<file path="src/rtl/stack3.sv">
// -----------------------------------------------------------------------------
// stack3 -- register-based hardware stack with a multi-entry shift move.
//
// Entry 0 is top-of-stack. A push shifts every entry down by one and a pop
// shifts up by one (pop-two by two). Vacated bottom entries are refilled with
// FILL. Top-of-stack may be overwritten in the same cycle as any move.
// A saturating valid-entry count and sticky overflow/underflow flags track
// misuse without blocking the data movement.
//
// Parameters
//   WIDTH  data bits per entry (8..64)
//   DEPTH  total entries including top-of-stack (3..64)
//   FILL   value shifted into vacated bottom entries (truncated to WIDTH)
//
// Ports
//   clk      in   sole clock, rising edge
//   rst      in   synchronous active-high reset
//   we       in   write wd into top-of-stack this cycle
//   delta    in   [1:0] pointer move: 00 hold, 01 push, 11 pop, 10 pop-two
//   wd       in   [WIDTH-1:0] write data
//   clr_err  in   clear sticky ovf/unf
//   rd       out  [WIDTH-1:0] entry 0 (registered)
//   rd2      out  [WIDTH-1:0] entry 1 (registered)
//   depth    out  [$clog2(DEPTH+1)-1:0] valid-entry count
//   empty    out  depth == 0
//   full     out  depth == DEPTH
//   ovf      out  sticky overflow (push while full)
//   unf      out  sticky underflow (pop/pop-two past empty)
// -----------------------------------------------------------------------------
module stack3 #(
   parameter int unsigned WIDTH = 16,
   parameter int unsigned DEPTH = 18,
   parameter logic [63:0] FILL  = 64'h55aa
) (
   input  logic                         clk,
   input  logic                         rst,
   input  logic                         we,
   input  logic [1:0]                   delta,
   input  logic [WIDTH-1:0]             wd,
   input  logic                         clr_err,
   output logic [WIDTH-1:0]             rd,
   output logic [WIDTH-1:0]             rd2,
   output logic [$clog2(DEPTH+1)-1:0]   depth,
   output logic                         empty,
   output logic                         full,
   output logic                         ovf,
   output logic                         unf
);

   localparam int unsigned   DW     = $clog2(DEPTH + 1);
   localparam logic [WIDTH-1:0] FILL_W = FILL[WIDTH-1:0];
   localparam logic [DW-1:0] DEPTH_C = DW'(DEPTH);

   typedef enum logic [1:0] {
      MOVE_HOLD = 2'b00,
      MOVE_PUSH = 2'b01,
      MOVE_POP2 = 2'b10,
      MOVE_POP  = 2'b11
   } move_e;

   logic [WIDTH-1:0] e_q [DEPTH];
   logic [WIDTH-1:0] e_d [DEPTH];
   logic [DW-1:0]    depth_q, depth_d;
   logic             ovf_q, ovf_d;
   logic             unf_q, unf_d;
   logic             ovf_set, unf_set;
   move_e            move;

   assign move = move_e'(delta);

   // Data path: shift the whole array according to the move, then let a write
   // replace whatever landed in entry 0.
   always_comb begin
      // NOTE: every combinational output gets a default first so no path
      // leaves it unassigned -- otherwise synthesis infers a latch.
      e_d = e_q;
      unique case (move)
         MOVE_HOLD: ;
         MOVE_PUSH: begin
            // entry 0 keeps its value (dup) unless overwritten below
            for (int i = 1; i < DEPTH; i++) e_d[i] = e_q[i-1];
         end
         MOVE_POP: begin
            for (int i = 0; i < DEPTH - 1; i++) e_d[i] = e_q[i+1];
            e_d[DEPTH-1] = FILL_W;
         end
         MOVE_POP2: begin
            for (int i = 0; i < DEPTH - 2; i++) e_d[i] = e_q[i+2];
            e_d[DEPTH-2] = FILL_W;
            e_d[DEPTH-1] = FILL_W;
         end
         default: ;
      endcase
      if (we) e_d[0] = wd;
   end

   // Count path: saturate at 0 and DEPTH, raising the matching error instead.
   always_comb begin
      depth_d = depth_q;
      ovf_set = 1'b0;
      unf_set = 1'b0;
      unique case (move)
         MOVE_HOLD: ;
         MOVE_PUSH: begin
            if (depth_q == DEPTH_C) ovf_set = 1'b1;
            else                    depth_d = depth_q + DW'(1);
         end
         MOVE_POP: begin
            if (depth_q == '0) unf_set = 1'b1;
            else               depth_d = depth_q - DW'(1);
         end
         MOVE_POP2: begin
            if (depth_q >= DW'(2)) begin
               depth_d = depth_q - DW'(2);
            end else begin
               depth_d = '0;
               unf_set = 1'b1;
            end
         end
         default: ;
      endcase
      // A new error wins over a simultaneous clear.
      ovf_d = (ovf_q & ~clr_err) | ovf_set;
      unf_d = (unf_q & ~clr_err) | unf_set;
   end

   always_ff @(posedge clk) begin
      // NOTE: sequential state uses non-blocking assignments so every register
      // samples pre-edge values, independent of statement order.
      if (rst) begin
         // NOTE: the entry array is reset too -- FILL contents are visible on
         // rd/rd2 and shift up on pops, so they are architectural state.
         for (int i = 0; i < DEPTH; i++) e_q[i] <= FILL_W;
         depth_q <= '0;
         ovf_q   <= 1'b0;
         unf_q   <= 1'b0;
      end else begin
         e_q     <= e_d;
         depth_q <= depth_d;
         ovf_q   <= ovf_d;
         unf_q   <= unf_d;
      end
   end

   assign rd    = e_q[0];
   assign rd2   = e_q[1];
   assign depth = depth_q;
   assign empty = (depth_q == '0);
   assign full  = (depth_q == DEPTH_C);
   assign ovf   = ovf_q;
   assign unf   = unf_q;

endmodule

</file>
<file path="config.mk">
export PLATFORM = sky130hd
export DESIGN_NAME = stack3
export DESIGN_NICKNAME = d
export VERILOG_FILES = /design/src/rtl/stack3.sv
export SDC_FILE = /design/constraint.sdc
export NUM_CORES = 1
export LEC_CHECK = 0
export ABC_AREA = 0
export ABC_CLOCK_PERIOD_IN_PS = 5780
export CORE_MARGIN = 3
export CORE_UTILIZATION = 66
export DETAILED_ROUTE_END_ITERATION = 10
export GPL_TIMING_DRIVEN = 0
export PLACE_DENSITY = 0.93
export SYNTH_ARGS = -nofsm -noshare
export SYNTH_HDL_FRONTEND = slang
export SYNTH_SLANG_ARGS = --single-unit
export TNS_END_PERCENT = 50
</file>
<file path="constraint.sdc">
create_clock -name clk -period 5.78 [get_ports clk]
set_input_delay 1.156 -clock clk [delete_from_list [all_inputs] [get_ports clk]]
set_output_delay 1.156 -clock clk [all_outputs]
set_load 0.02 [all_outputs]
</file>
==> impl_metrics.sql, run 1 <==
INSERT INTO impl_metrics (metric_group, metric, value, unit) VALUES
('sta', 'timing.final.hold_violations', '0', ''),
('global_route', 'gr-usage-all-layers', '34.3', '%'),
('finish', 'fillCellCount', '1366', ''),
('clocking', 'cts-buffers-inserted', '31', ''),
('yosys', 'syn_inst', '1593', ''),
('yosys', 'mappedNetlistNets', '1617', ''),
('yosys', 'synth_top_cell_by_area', 'sky130_fd_sc_hd__dfxtp_1', ''),
('setup_path', 'worst_setup_path_start_kind', 'flop', ''),
('sta', 'rsz0062_at_grt', 'false', ''),
('clocking', 'clock_tree.buffer_depth', '3', ''),
('finish', 'antenna_cells', '0', ''),
('setup_path', 'regToRegStartpoint', 'depth[1]', ''),
('yosys', 'synth_sequential_area_ratio', '41.0', '%'),
('routing', 'avgViaCountPerCell', '6.34', ''),
('clocking', 'cts_resized', '0', ''),
('clocking', 'tritoncts', 'built', ''),
('global_route', 'globalRouteOverflowTotal', '0', ''),
('job', 'drv.max_cap_violation_count', '0', ''),
('setup_path', 'critPathMaxFanout', '10', ''),
('sta', 'fin_worst_skew', '0.00795', 'ns'),
('placement', 'placement.io_buffers', '61', ''),
('floorplanning', 'die_area', '23600', 'um^2'),
('clocking', 'cts_setup_buffers', '0', ''),
('sta', 'setup-violations-final', '0', ''),
('setup_path', 'worstSetupEndpointType', 'output pin', ''),
('setup_path', 'worstSetupPathType', 'flop to output pin', ''),
('sta', 'tightest_slew', '0.823', 'ns'),
('floorplanning', 'fp.dieW', '154', 'um'),
('global_route', 'grt_start_max_net_pins', '15', ''),
('setup_path', 'cp.required', '4.62', 'ns'),
('placement', 'detailed_place_hpwl', '28800', 'um'),
('clocking', 'cts-hold-fix-buffers', '0', ''),
('routing', 'firstDrtPassIters', '5', ''),
('routing', 'ant_nets', '0', ''),
('setup_path', 'timing.critical_path.slowest_cell_delay', '0.62', 'ns'),
('power_and_ir_drop', 'lkg_pwr', '6.77', 'nW'),
('yosys', 'post_synth_main_area_contributors', 'sky130_fd_sc_hd__dfxtp_1, sky130_fd_sc_hd__mux2i_1, sky130_fd_sc_hd__a211oi_1', ''),
('yosys', 'postSynth.asyncResetShare', '0', '%'),
('routing', 'detail_route.iter0.violations', '1281', ''),
('worst_hold_path', 'worst_hold_path_type', 'flop to flop', ''),
('routing', 'route.detailed.wl_per_inst', '20.9', 'um'),
('clocking', 'clock_latency', '0.55', 'ns'),
('sta', 'totalNegativeSetupSlack', '0', 'ns'),
('sta', 'post-route-period-util', '65.0', '%'),
('power_and_ir_drop', 'power-per-cell-area', '295', 'nW/um^2'),
('routing', 'drc', '0', ''),
('clocking', 'cts-htree-levels', '1', ''),
('routing', 'dr_total_vias', '12600', ''),
('floorplanning', 'design.portCount', '63', ''),
('global_route', 'first_pass_grt_wire_length', '66800', 'um'),
('global_route', 'grt_pass1_vias', '12300', ''),
('worst_hold_path', 'min_from', 'e_q[7]', ''),
('sta', 'setup_ws', '2.02', 'ns'),
('floorplanning', 'initial_core_util', '67.8', '%'),
('setup_path', 'r2r_cells', '7', ''),
('global_route', 'antenna_violations_before_repair', '0', ''),
('yosys', 'dominantRegCellSynth', 'sky130_fd_sc_hd__dfxtp_1', ''),
('clocking', 'clkSinkCount', '295', ''),
('sta', 'slew_viol_final', '0', ''),
('setup_path', 'worst_ep_arrival_time', '2.60', 'ns'),
('setup_path', 'crit_start', 'depth[4]', ''),
('sta', 'max_freq', '266', 'MHz'),
('yosys', 'synthesis.yosys.warnings', '0', ''),
('power_and_ir_drop', 'irDropWorstVdd', '0.267', 'mV'),
('yosys', 'count_of_cell_types_in_the_netlist', '53', ''),
('finish', 'layout-drive-gt1-share', '11.2', '%'),
('outcome', 'status', 'finished clean', ''),
('clocking', 'cts_root_buffer', 'sky130_fd_sc_hd__clkbuf_16', ''),
('yosys', 'postSynthRegisterBits', '295', ''),
('placement', 'pre_cts_slack', '2.21', 'ns'),
('floorplanning', 'placement_rows', '53', '');
==> routing by layer <==
metal	GRT usage, %	vias to the layer above	wire length [um]	share of wire [%]
li1	-	5739	-	-
met1	46.0	5972	16500	40
met2	56.3	715	19400	47
met3	5.35	152	3650	8.8
met4	12.9	0	1760	4.3
met5	0	-	0	0
==> Yosys cell counts (all sizes together) (6+ instances only) <==
cell,count
nand2,404
dfxtp,295
mux2i,227
a211oi,209
buf,105
nor2b,69
clkbuf,65
nor2,55
or2,24
a21oi,21
mux4,20
o21ai,14
a21o,8
a22oi,8
mux2,8
o21bai,8
and2,6
inv,6
==> report_power, final <==
part	switching, mW	leakage (nW)	internal [mW]
clock	0.820	0.520	1.22
combinational	0.369	3.84	0.266
sequential	0.0698	2.41	2.10
==> area by class of cell <==
type                       instances  area, um^2  share of cell area (%)
timing repair buffer              61         611                    3.73
sequential                       295        5910                    36.0
clock buffer                      46         952                    5.81
inverter                           6        22.5                   0.137
buffer                           170        1040                    6.33
clock inverter                     8        92.6                   0.565
multi-input combinational       1122        7420                    45.3
tap                              275         344                    2.10
==> logic make-up after synthesis <==
family / after synthesis / share of synthesized area [%]
buffers and inverters: 176 / 7.37
and+or+nand+nor: 581 / 17.5
DFF: 295 / 41.0
adders and majority gates: 2 / 0.174
xor gates and xnor gates: 2 / 0.122
muxes: 255 / 19.5
AOI/OAI and AO/OA: 282 / 14.3
==> worst max-delay path, delay by kind of cell (launching register included) <==
family	cells	cell delay (ns)
buffers and inverters	2	0.89
DFF	1	0.43
and+or+nand+nor	2	0.73
==> registers in the layout, indices dropped and copies added, names as in the netlist <==
signal and cells:
depth 5, rd 16, ovf 1, unf 1
e_q 256, rd2 16
==> layout by cell type (no fill, tap or decap), drive strengths merged, types with 2 or more instances in the layout <==
| cell type | n |
|---|---|
| nand2 | 404 |
| dfxtp | 295 |
| mux2i | 227 |
| a211oi | 209 |
| clkbuf | 111 |
| buf | 105 |
| nor2b | 69 |
| clkdlybuf4s50 | 61 |
| nor2 | 55 |
| or2 | 24 |
| a21oi | 21 |
| mux4 | 20 |
| o21ai | 14 |
| a21o | 8 |
| mux2 | 8 |
| a22oi | 8 |
| o21bai | 8 |
| and2 | 6 |
| inv | 6 |
| clkinv | 5 |
| nand2b | 4 |
| nand3 | 4 |
| nor3 | 4 |
| xnor2 | 2 |
| nor4b | 2 |
| a31oi | 2 |
| or3b | 2 |
| o221ai | 2 |
| a32oi | 2 |
| a311oi | 2 |
| ha | 2 |
| bufinv | 2 |
==> through the flow <==
stage,cells,area [um^2],power (mW),utilization (%),hold slack [ns]
floorplan,1593,14400,2.62,-,0.441
global placement,1929,15300,2.81,72.3,0.457
CTS,1983,16400,4.82,77.2,0.479
finish,1983,16400,4.84,77.2,0.482
global route,1983,16400,4.97,77.2,0.518
detailed placement,1929,15300,2.82,72.3,0.463
==> final timing paths <==
path / to / slack, ns
min: e_q[7] / 0.48
max: full / 2.02
max reg2reg: depth[3] / 3.61
min reg2reg: e_q[7] / 0.48
Power figures use the tool's default switching activity.
==> inputs of run 2 (changes only) <==
--- a/config.mk
+++ b/config.mk
@@ -6,12 +6,12 @@
 export NUM_CORES = 1
 export LEC_CHECK = 0
 export ABC_AREA = 0
-export ABC_CLOCK_PERIOD_IN_PS = 5780
+export ABC_CLOCK_PERIOD_IN_PS = 3850
 export CORE_MARGIN = 3
-export CORE_UTILIZATION = 66
+export CORE_UTILIZATION = 61
 export DETAILED_ROUTE_END_ITERATION = 10
 export GPL_TIMING_DRIVEN = 0
-export PLACE_DENSITY = 0.93
+export PLACE_DENSITY = 0.87
 export SYNTH_ARGS = -nofsm -noshare
 export SYNTH_HDL_FRONTEND = slang
 export SYNTH_SLANG_ARGS = --single-unit
==> constraint.sdc (replaced) <==
create_clock -name clk -period 3.85 [get_ports clk]
set_input_delay 0.77 -clock clk [delete_from_list [all_inputs] [get_ports clk]]
set_output_delay 0.77 -clock clk [all_outputs]
set_load 0.02 [all_outputs]
==> run 2 against run 1 <==
- total power increased by 52%
- sequential cell count did not move
- worst setup slack worse by 1.5 ns
- non-clock buffer count did not move
- critical path type unchanged
- largest power group unchanged
- first-iteration DRC count decreased by 11%
- sequential power is 50% higher
- global-route usage decreased by 3.6 points
- register-to-register slack worse by 1.8 ns
- clock skew is essentially flat
- clock power is 56% higher
==> impl_metrics.sql, run 2 (synthesis results as in run 1) <==
INSERT INTO impl_metrics (metric_group, metric, value, unit) VALUES
('sta', 'totalNegativeSetupSlack', '0', 'ns'),
('finish', 'largest_register_ffs', '256', ''),
('sta', 'finalHoldWorstSlack', '0.478', 'ns'),
('setup_path', 'worstSetupPathType', 'flop to output pin', ''),
('power_and_ir_drop', 'lkg_pwr', '6.79', 'nW'),
('sta', 'slew-limit-headroom', '41.4', '%'),
('sta', 'fin_worst_skew', '0.00763', 'ns'),
('routing', 'ant_nets', '0', ''),
('sta', 'post-route-min-period', '3.34', 'ns'),
('setup_path', 'worst_ep_arrival_time', '2.57', 'ns'),
('routing', 'avgViaCountPerCell', '6.14', ''),
('routing', 'wl', '40700', 'um'),
('finish', 'layout.cells.most_common', 'sky130_fd_sc_hd__nand2_1', ''),
('power_and_ir_drop', 'sequentialPowerShare', '44.2', '%'),
('global_route', 'first_pass_grt_wire_length', '64800', 'um'),
('sta', 'post-route-period-util', '86.7', '%'),
('global_route', 'grt_pass1_vias', '12200', ''),
('power_and_ir_drop', 'share_comb_of_total_power', '12.9', '%'),
('power_and_ir_drop', 'netSwitchingPower', '1.89', 'mW'),
('placement', 'placement.io_buffers', '61', ''),
('floorplanning', 'initial_core_util', '62.8', '%'),
('clocking', 'tritoncts', 'built', ''),
('setup_path', 'cp.required', '3.08', 'ns'),
('finish', 'antenna_cells', '0', ''),
('setup_path', 'worst_setup_path_start_kind', 'flop', ''),
('setup_path', 'worstSetupEndpointType', 'output pin', ''),
('global_route', 'grt_start_max_net_pins', '15', ''),
('routing', 'drc', '0', ''),
('sta', 'max_freq', '300', 'MHz'),
('finish', 'nets', '1711', ''),
('clocking', 'clock_tree.buffer_depth', '3', ''),
('routing', 'detail_route.iter0.violations', '1139', ''),
('placement', 'routability_congestion', '0.947', ''),
('power_and_ir_drop', 'irDropWorstVdd', '0.331', 'mV'),
('placement', 'detailed_place_hpwl', '28400', 'um'),
('clocking', 'cts.clk_slew.worst_paths', '0.06', 'ns'),
('job', 'drv.max_cap_violation_count', '0', ''),
('finish', 'fillCellCount', '1666', ''),
('power_and_ir_drop', 'power.clock.fraction', '43.0', '%'),
('sta', 'tightest_slew', '0.880', 'ns'),
('floorplanning', 'die_area', '25500', 'um^2'),
('floorplanning', 'fp.coreArea', '22900', 'um^2'),
('routing', 'dr_total_vias', '12400', ''),
('clocking', 'clkSinkCount', '295', ''),
('global_route', 'globalRouteOverflowTotal', '0', ''),
('power_and_ir_drop', 'switching_share', '25.7', '%'),
('floorplanning', 'die-height', '160', 'um'),
('routing', 'route.detailed.wl_per_inst', '20.1', 'um'),
('finish', 'layout-drive-gt1-share', '11.3', '%'),
('floorplanning', 'placement_rows', '55', ''),
('sta', 'rsz0062_at_grt', 'false', ''),
('sta', 'slew_viol_final', '0', ''),
('routing', 'firstDrtPassIters', '5', ''),
('clocking', 'cts-hold-fix-buffers', '0', ''),
('clocking', 'cts_resized', '0', ''),
('placement', 'place.detailed.instances', '1967', ''),
('outcome', 'status', 'finished clean', ''),
('clocking', 'cts_root_buffer', 'sky130_fd_sc_hd__clkbuf_16', ''),
('setup_path', 'critPathMaxFanout', '10', ''),
('finish', 'layout_common_cells', 'sky130_fd_sc_hd__nand2_1, sky130_fd_sc_hd__dfxtp_1, sky130_fd_sc_hd__mux2i_1, sky130_fd_sc_hd__a211oi_1', ''),
('worst_hold_path', 'worst_hold_path_type', 'flop to flop', ''),
('global_route', 'antenna_violations_before_repair', '0', ''),
('clocking', 'clock_latency', '0.55', 'ns'),
('clocking', 'cts-htree-levels', '1', ''),
('finish', 'stdcell_count', '2024', ''),
('sta', 'timing.final.hold_violations', '0', ''),
('finish', 'registers.top_by_ff_count', 'e_q', ''),
('power_and_ir_drop', 'power-per-cell-area', '448', 'nW/um^2'),
('clocking', 'cts_setup_buffers', '0', ''),
('floorplanning', 'design.portCount', '63', ''),
('power_and_ir_drop', 'cell_internal_pwr', '5.49', 'mW'),
('global_route', 'gr-usage-all-layers', '30.7', '%'),
('sta', 'setup-violations-final', '0', ''),
('clocking', 'cts-buffers-inserted', '31', ''),
('floorplanning', 'fp.dieW', '160', 'um'),
('finish', 'layout-area-overhead-vs-synth', '14.6', '%');
==> run 2: layout make-up <==
type	count	area, um^2	area share, %
Clock buffer	45	928	5.63
Tap cell	313	392	2.38
Inverter	6	22.5	0.137
Multi-Input combinational cell	1122	7420	45.0
Timing Repair Buffer	61	611	3.70
Sequential cell	295	5910	35.8
Clock inverter	12	166	1.01
Buffer	170	1040	6.29
==> run 2: routing by layer <==
metal / global-route usage, % / vias up / wire [um]
li1: - / 5735 / -
met1: 40.1 / 5948 / 17100
met5: 0 / - / 0
met4: 11.6 / 0 / 1620
met3: 5.62 / 140 / 3390
met2: 50.9 / 607 / 18600
==> run 2: power groups by stage <==
stage | Clock [mW] | Combinational, mW | Sequential, mW
finish | 3.17 | 0.949 | 3.26
global route | 3.29 | 1.01 | 3.26
CTS | 3.18 | 0.932 | 3.25
detailed placement | 0 | 0.922 | 3.32
global placement | 0 | 0.904 | 3.31
floorplan | 0 | 0.646 | 3.29
==> run 2: worst max-delay path, cell delays in order, from the launching register on <==
cell and delay (ns):
sky130_fd_sc_hd__dfxtp_1 0.40, sky130_fd_sc_hd__clkbuf_1 0.27, sky130_fd_sc_hd__nor4b_1 0.49, sky130_fd_sc_hd__and2_1 0.24, sky130_fd_sc_hd__clkdlybuf4s50_1 0.61
==> run 2: path summary, 6_finish.rpt <==
kind	to	cells after the start	slack, ns	from
max	full	4	0.51	depth[3]
min	e_q[12]	2	0.48	e_q[12]
max reg2reg	depth[3]	7	1.83	depth[2]
min reg2reg	e_q[12]	2	0.48	e_q[12]
==> run 2: through the flow <==
step / utilization (%) / area [um^2] / power (mW) / setup slack, ns
global route: 71.9 / 16500 / 7.57 / 0.432
detailed placement: 67.2 / 15400 / 4.24 / 0.716
finish: 71.9 / 16500 / 7.38 / 0.513
floorplan: - / 14400 / 3.94 / 1.52
CTS: 71.9 / 16500 / 7.36 / 0.565
global placement: 67.2 / 15400 / 4.22 / 0.748
